[config.mk]
export PLATFORM = sky130hd
export DESIGN_NAME = serial_add_ctrl
export DESIGN_NICKNAME = d
export VERILOG_FILES = /design/src/rtl/serial_add_ctrl_pkg.sv /design/src/rtl/serial_add_ctrl_full_adder.sv /design/src/rtl/serial_add_ctrl.sv
export SDC_FILE = /design/constraint.sdc
export NUM_CORES = 1
export LEC_CHECK = 0
export ABC_AREA = 1
export CORE_MARGIN = 2
export CORE_UTILIZATION = 35
export CTS_CLUSTER_DIAMETER = 100
export DETAILED_ROUTE_END_ITERATION = 7
export PLACE_DENSITY = 0.59
export SYNTH_ARGS = -nofsm -noshare
export SYNTH_HDL_FRONTEND = slang
export SYNTH_SLANG_ARGS = --single-unit
[constraint.sdc]
create_clock -name clk -period 1.02 [get_ports clk]
set_input_delay 0.204 -clock clk [delete_from_list [all_inputs] [get_ports clk]]
set_output_delay 0.204 -clock clk [all_outputs]
set_load 0.1 [all_outputs]
[src/rtl/serial_add_ctrl_pkg.sv]
// Shared definitions for the bit-serial adder sequencer.
// State encodings are fixed so waveforms read the same in every build.
package serial_add_ctrl_pkg;

    typedef enum logic [1:0] {
        ST_IDLE = 2'd0,
        ST_RUN  = 2'd1,
        ST_DONE = 2'd2
    } state_e;

endpackage

[src/rtl/serial_add_ctrl_full_adder.sv]
// One-bit full adder cell: s = a ^ b ^ c1, c2 = carry out.
// Port order (a, b, s, c1, c2) matches the existing library cell.
module full_adder (
    input  logic a,
    input  logic b,
    output logic s,
    input  logic c1,
    output logic c2
);

    assign s  = a ^ b ^ c1;
    assign c2 = (a & b) | (c1 & (a ^ b));

endmodule

[src/rtl/serial_add_ctrl.sv]
// Bit-serial adder: one full_adder reused over WIDTH clocks, LSB first.
// start/ready handshake in, one-cycle done pulse with sum/cout out.
module serial_add_ctrl
    import serial_add_ctrl_pkg::*;
#(
    parameter int WIDTH = 8
) (
    input  logic             clk,
    input  logic             rst_n,
    input  logic             start,
    input  logic [WIDTH-1:0] op_a,
    input  logic [WIDTH-1:0] op_b,
    input  logic             cin,
    output logic             ready,
    output logic             busy,
    output logic             done,
    output logic [WIDTH-1:0] sum,
    output logic             cout
);

    localparam int               CNT_W    = $clog2(WIDTH);
    localparam logic [CNT_W-1:0] LAST_BIT = CNT_W'(WIDTH - 1);

    state_e           state_q, state_d;
    logic [CNT_W-1:0] cnt_q, cnt_d;
    logic [WIDTH-1:0] shift_a_q, shift_a_d;
    logic [WIDTH-1:0] shift_b_q, shift_b_d;
    logic [WIDTH-1:0] sum_q, sum_d;
    logic             carry_q, carry_d;
    logic             cout_q, cout_d;
    logic             accept;
    logic             fa_s, fa_c2;

    assign accept = start && (state_q == ST_IDLE);

    full_adder u_fa (
        .a  (shift_a_q[0]),
        .b  (shift_b_q[0]),
        .s  (fa_s),
        .c1 (carry_q),
        .c2 (fa_c2)
    );

    // State register.
    // NOTE: flops use non-blocking (<=) so every register samples pre-edge values.
    always_ff @(posedge clk or negedge rst_n) begin
        if (!rst_n) state_q <= ST_IDLE;
        else        state_q <= state_d;
    end

    // Next-state logic.
    // NOTE: default assignment first so no path leaves state_d unassigned (no latch).
    always_comb begin
        state_d = state_q;
        unique case (state_q)
            ST_IDLE: if (start) state_d = ST_RUN;
            ST_RUN:  if (cnt_q == LAST_BIT) state_d = ST_DONE;
            ST_DONE: state_d = ST_IDLE;
            default: state_d = ST_IDLE;
        endcase
    end

    // Outputs decoded from registered state only.
    always_comb begin
        ready = (state_q == ST_IDLE);
        busy  = (state_q == ST_RUN);
        done  = (state_q == ST_DONE);
    end

    // Datapath next values: load on accept, shift one bit per RUN edge.
    always_comb begin
        cnt_d     = cnt_q;
        shift_a_d = shift_a_q;
        shift_b_d = shift_b_q;
        sum_d     = sum_q;
        carry_d   = carry_q;
        cout_d    = cout_q;
        if (accept) begin
            shift_a_d = op_a;
            shift_b_d = op_b;
            carry_d   = cin;
            cnt_d     = '0;
            sum_d     = '0;
            cout_d    = 1'b0;
        end else if (state_q == ST_RUN) begin
            shift_a_d = {1'b0, shift_a_q[WIDTH-1:1]};
            shift_b_d = {1'b0, shift_b_q[WIDTH-1:1]};
            sum_d     = {fa_s, sum_q[WIDTH-1:1]};
            carry_d   = fa_c2;
            cnt_d     = cnt_q + CNT_W'(1);
            if (cnt_q == LAST_BIT) cout_d = fa_c2;
        end
    end

    always_ff @(posedge clk or negedge rst_n) begin
        if (!rst_n) begin
            cnt_q     <= '0;
            shift_a_q <= '0;
            shift_b_q <= '0;
            sum_q     <= '0;
            carry_q   <= 1'b0;
            cout_q    <= 1'b0;
        end else begin
            cnt_q     <= cnt_d;
            shift_a_q <= shift_a_d;
            shift_b_q <= shift_b_d;
            sum_q     <= sum_d;
            carry_q   <= carry_d;
            cout_q    <= cout_d;
        end
    end

    assign sum  = sum_q;
    assign cout = cout_q;

endmodule

==> impl_metrics.json <==
{
  "tightest_slew_ps": 172,
  "dieHeight_um": 70.3,
  "synth_edf_count": 0,
  "hold_class": "input pin to async pin",
  "drv_slew": 0,
  "cts.path.max_buffers": 2,
  "synth_most_common_cell": "nand2_1",
  "hold_viol_final": 0,
  "fillCellCount": 400,
  "fin_nets": 275,
  "core_area_mm2": 0.00429,
  "dp_cells": 284,
  "antenna_cells": 0,
  "dp_hpwl_um": 2410,
  "dpl_cell_area_mm2": 0.00221,
  "synth_common_cells": "nand2_1, nand3_1, dfrtp_1",
  "r2r_setup_slack_ps": -320,
  "cts_tree": "built",
  "areaGrowthSynthToFinish_pct": 59.4,
  "synth.area.top_cells": "dfrtp_1, nand2_1, nand3_1",
  "cp_slowest_cell": "dfrtp_2",
  "cp_max_fo": 4,
  "initial_utilization": 0.359,
  "p_leak_nw": 1.24,
  "numPortBuffers": 31,
  "relSlewSlack": 0.885,
  "syn_inst": 194,
  "drt-total-wl_um": 3710,
  "drive_above_1_share": 0.328,
  "end_kind": "primary output",
  "async_reset_ff_frac": 1.00,
  "wl_per_cell_um": 12.2,
  "finalClockSkew_ps": 7.94,
  "grt_max_degree": 32,
  "drcViolationCount": 0,
  "std_cell_rows": 24,
  "setup_viol": 42,
  "overflow": 0,
  "synthDistinctLibCells": 15,
  "cts.sinks": 31,
  "dieArea_mm2": 0.00495,
  "cp.arrival_ps": 1180,
  "max_freq_mhz": 721,
  "status": "finished with violations",
  "grt_pass1_wl_um": 6530,
  "h-tree-depth": 2,
  "vias_per_cell": 4.70,
  "synth_flop_cell": "dfrtp_1",
  "boundaryPins": 32,
  "cts_buffers": 5,
  "reg2regPathDepth": 6,
  "layout_setup_ws_ps": -367,
  "root_buffer": "clkbuf_8",
  "synth_seq_area_share": 0.504,
  "insertion_delay_ps": 290,
  "crit_top_cell": "inv_4",
  "violations": "setup timing",
  "max-vdd-ir-drop_mv": 1.84,
  "post-route-period-util": 1.36,
  "p_per_area_mw_per_mm2": 3400,
  "synth_area_mm2": 0.00154,
  "synth_seq_cells": 31,
  "final_cells": 305,
  "worstPathCellList": "inv_4, nand2_4, inv_4, buf_12",
  "gp_congestion": 0.762,
  "post-route-min-period_ps": 1390,
  "syn_nets": 217,
  "first_iter_violations": 85,
  "rsz0062_at_grt": "true",
  "synth_area_leader_cell": "dfrtp_1",
  "antenna_found_initial": 0,
  "first_pass_iters": 4,
  "synth_top_area_frac": 0.504,
  "dieWidth_um": 70.3,
  "r2r_start": "state_q[0]",
  "cp_slowest_stage_delay_ps": 460,
  "vias": 1434,
  "start_kind": "flip-flop",
  "cp.required_ps": 820,
  "maxCapViolations": 0,
  "yosys_warnings": 0,
  "grt_pass1_vias": 1441,
  "ant_nets": 0,
  "critPathKind": "flip-flop to primary output",
  "grt_usage": 0.170,
  "path_clk_slew_ps": 70,
  "p_total_w": 0.00834,
  "fin_area_mm2": 0.00245,
  "r2r_end": "shift_a_q[0]",
  "synth.avg_cell_area_um2": 7.94
}
==> worst max path at each step <==
stage,from,end,cells after the start
global placement,start,shift_a_q[6],5
floorplan,state_q[1],done,3
finish,state_q[1],busy,4
global route,state_q[1],busy,4
detailed placement,start,shift_a_q[6],5
CTS,state_q[0],done,3
==> cells in the final DEF (no fill, tap or decap), types with 2 or more instances in the layout <==
| cell | n |
|---|---|
| clkdlybuf4s50_1 | 19 |
| buf_4 | 23 |
| buf_12 | 16 |
| nand3_1 | 23 |
| inv_1 | 16 |
| dfrtp_1 | 20 |
| buf_6 | 3 |
| inv_4 | 2 |
| clkbuf_8 | 6 |
| inv_2 | 2 |
| nand2_1 | 87 |
| nand3_2 | 10 |
| dfrtp_2 | 11 |
==> cell families after synthesis <==
kind of cell             share of synthesized area
AO/OA/AOI/OAI                               0.0203
flip-flops                                   0.504
buffers and inverters                       0.0975
AND/OR/NAND/NOR                              0.349
adder cells (fa/ha/maj)                     0.0292
==> stage by stage <==
step / utilization / hold slack, ps / TNS [ps] / worst slack [ps]
after floorplan: - / -91.6 / -2080 / -296
final: 0.572 / 277 / -9740 / -367
after global routing: 0.572 / 301 / -11720 / -405
after CTS: 0.564 / 288 / -9540 / -362
after detailed placement: 0.514 / 466 / -8910 / -344
after global placement: 0.514 / 461 / -8480 / -312
==> final cells by class <==
cell class | count | area [um2] | share of cell area
Clock buffer | 7 | 86.3 | 0.0352
Clock inverter | 1 | 5.00 | 0.00204
Inverter | 20 | 80.1 | 0.0326
Multi-Input combinational cell | 133 | 712 | 0.290
Sequential cell | 31 | 790 | 0.322
Tap cell | 52 | 65.1 | 0.0265
Timing Repair Buffer | 61 | 717 | 0.292
==> registers in the layout, indices dropped and copies added, names as in the netlist <==
register / count
state_q: 2
shift_b_q: 8
sum: 8
carry_q: 1
cnt_q: 3
shift_a_q: 8
cout: 1
==> layer usage <==
metal  wire length (um)  track usage  part of all wire  vias up
met3                176       0.0534             0.047        4
met4                 38       0.0577             0.010        0
met5                  0            0                 0        -
met2               1830        0.281              0.49       33
li1                   -            -                 -      715
met1               1670        0.208              0.45      682
==> worst max-delay path, delay by kind of cell (launching register included) <==
family                 cells  cell delay (ps)
buffers and inverters      3              360
flip-flops                 1              460
AND/OR/NAND/NOR            1               70
==> where the power goes <==
part / total, W / switching (W) / internal, W
logic: 0.00507 / 0.00297 / 0.00210
clock network: 0.00101 / 0.000469 / 0.000544
registers: 0.00226 / 0.000446 / 0.00181
total: 0.00834 / 0.00388 / 0.00446
==> what timing repair did <==
action | 4_1_cts | 5_1_grt
pin swaps | 3 | 2
endpoints found under the setup margin | 43 | 43
hold buffers | 0 | 0
gates resized for setup | 11 | 3
setup buffers | 11 | 2
hold endpoints to repair | 0 | 0
Power figures use the tool's default switching activity.
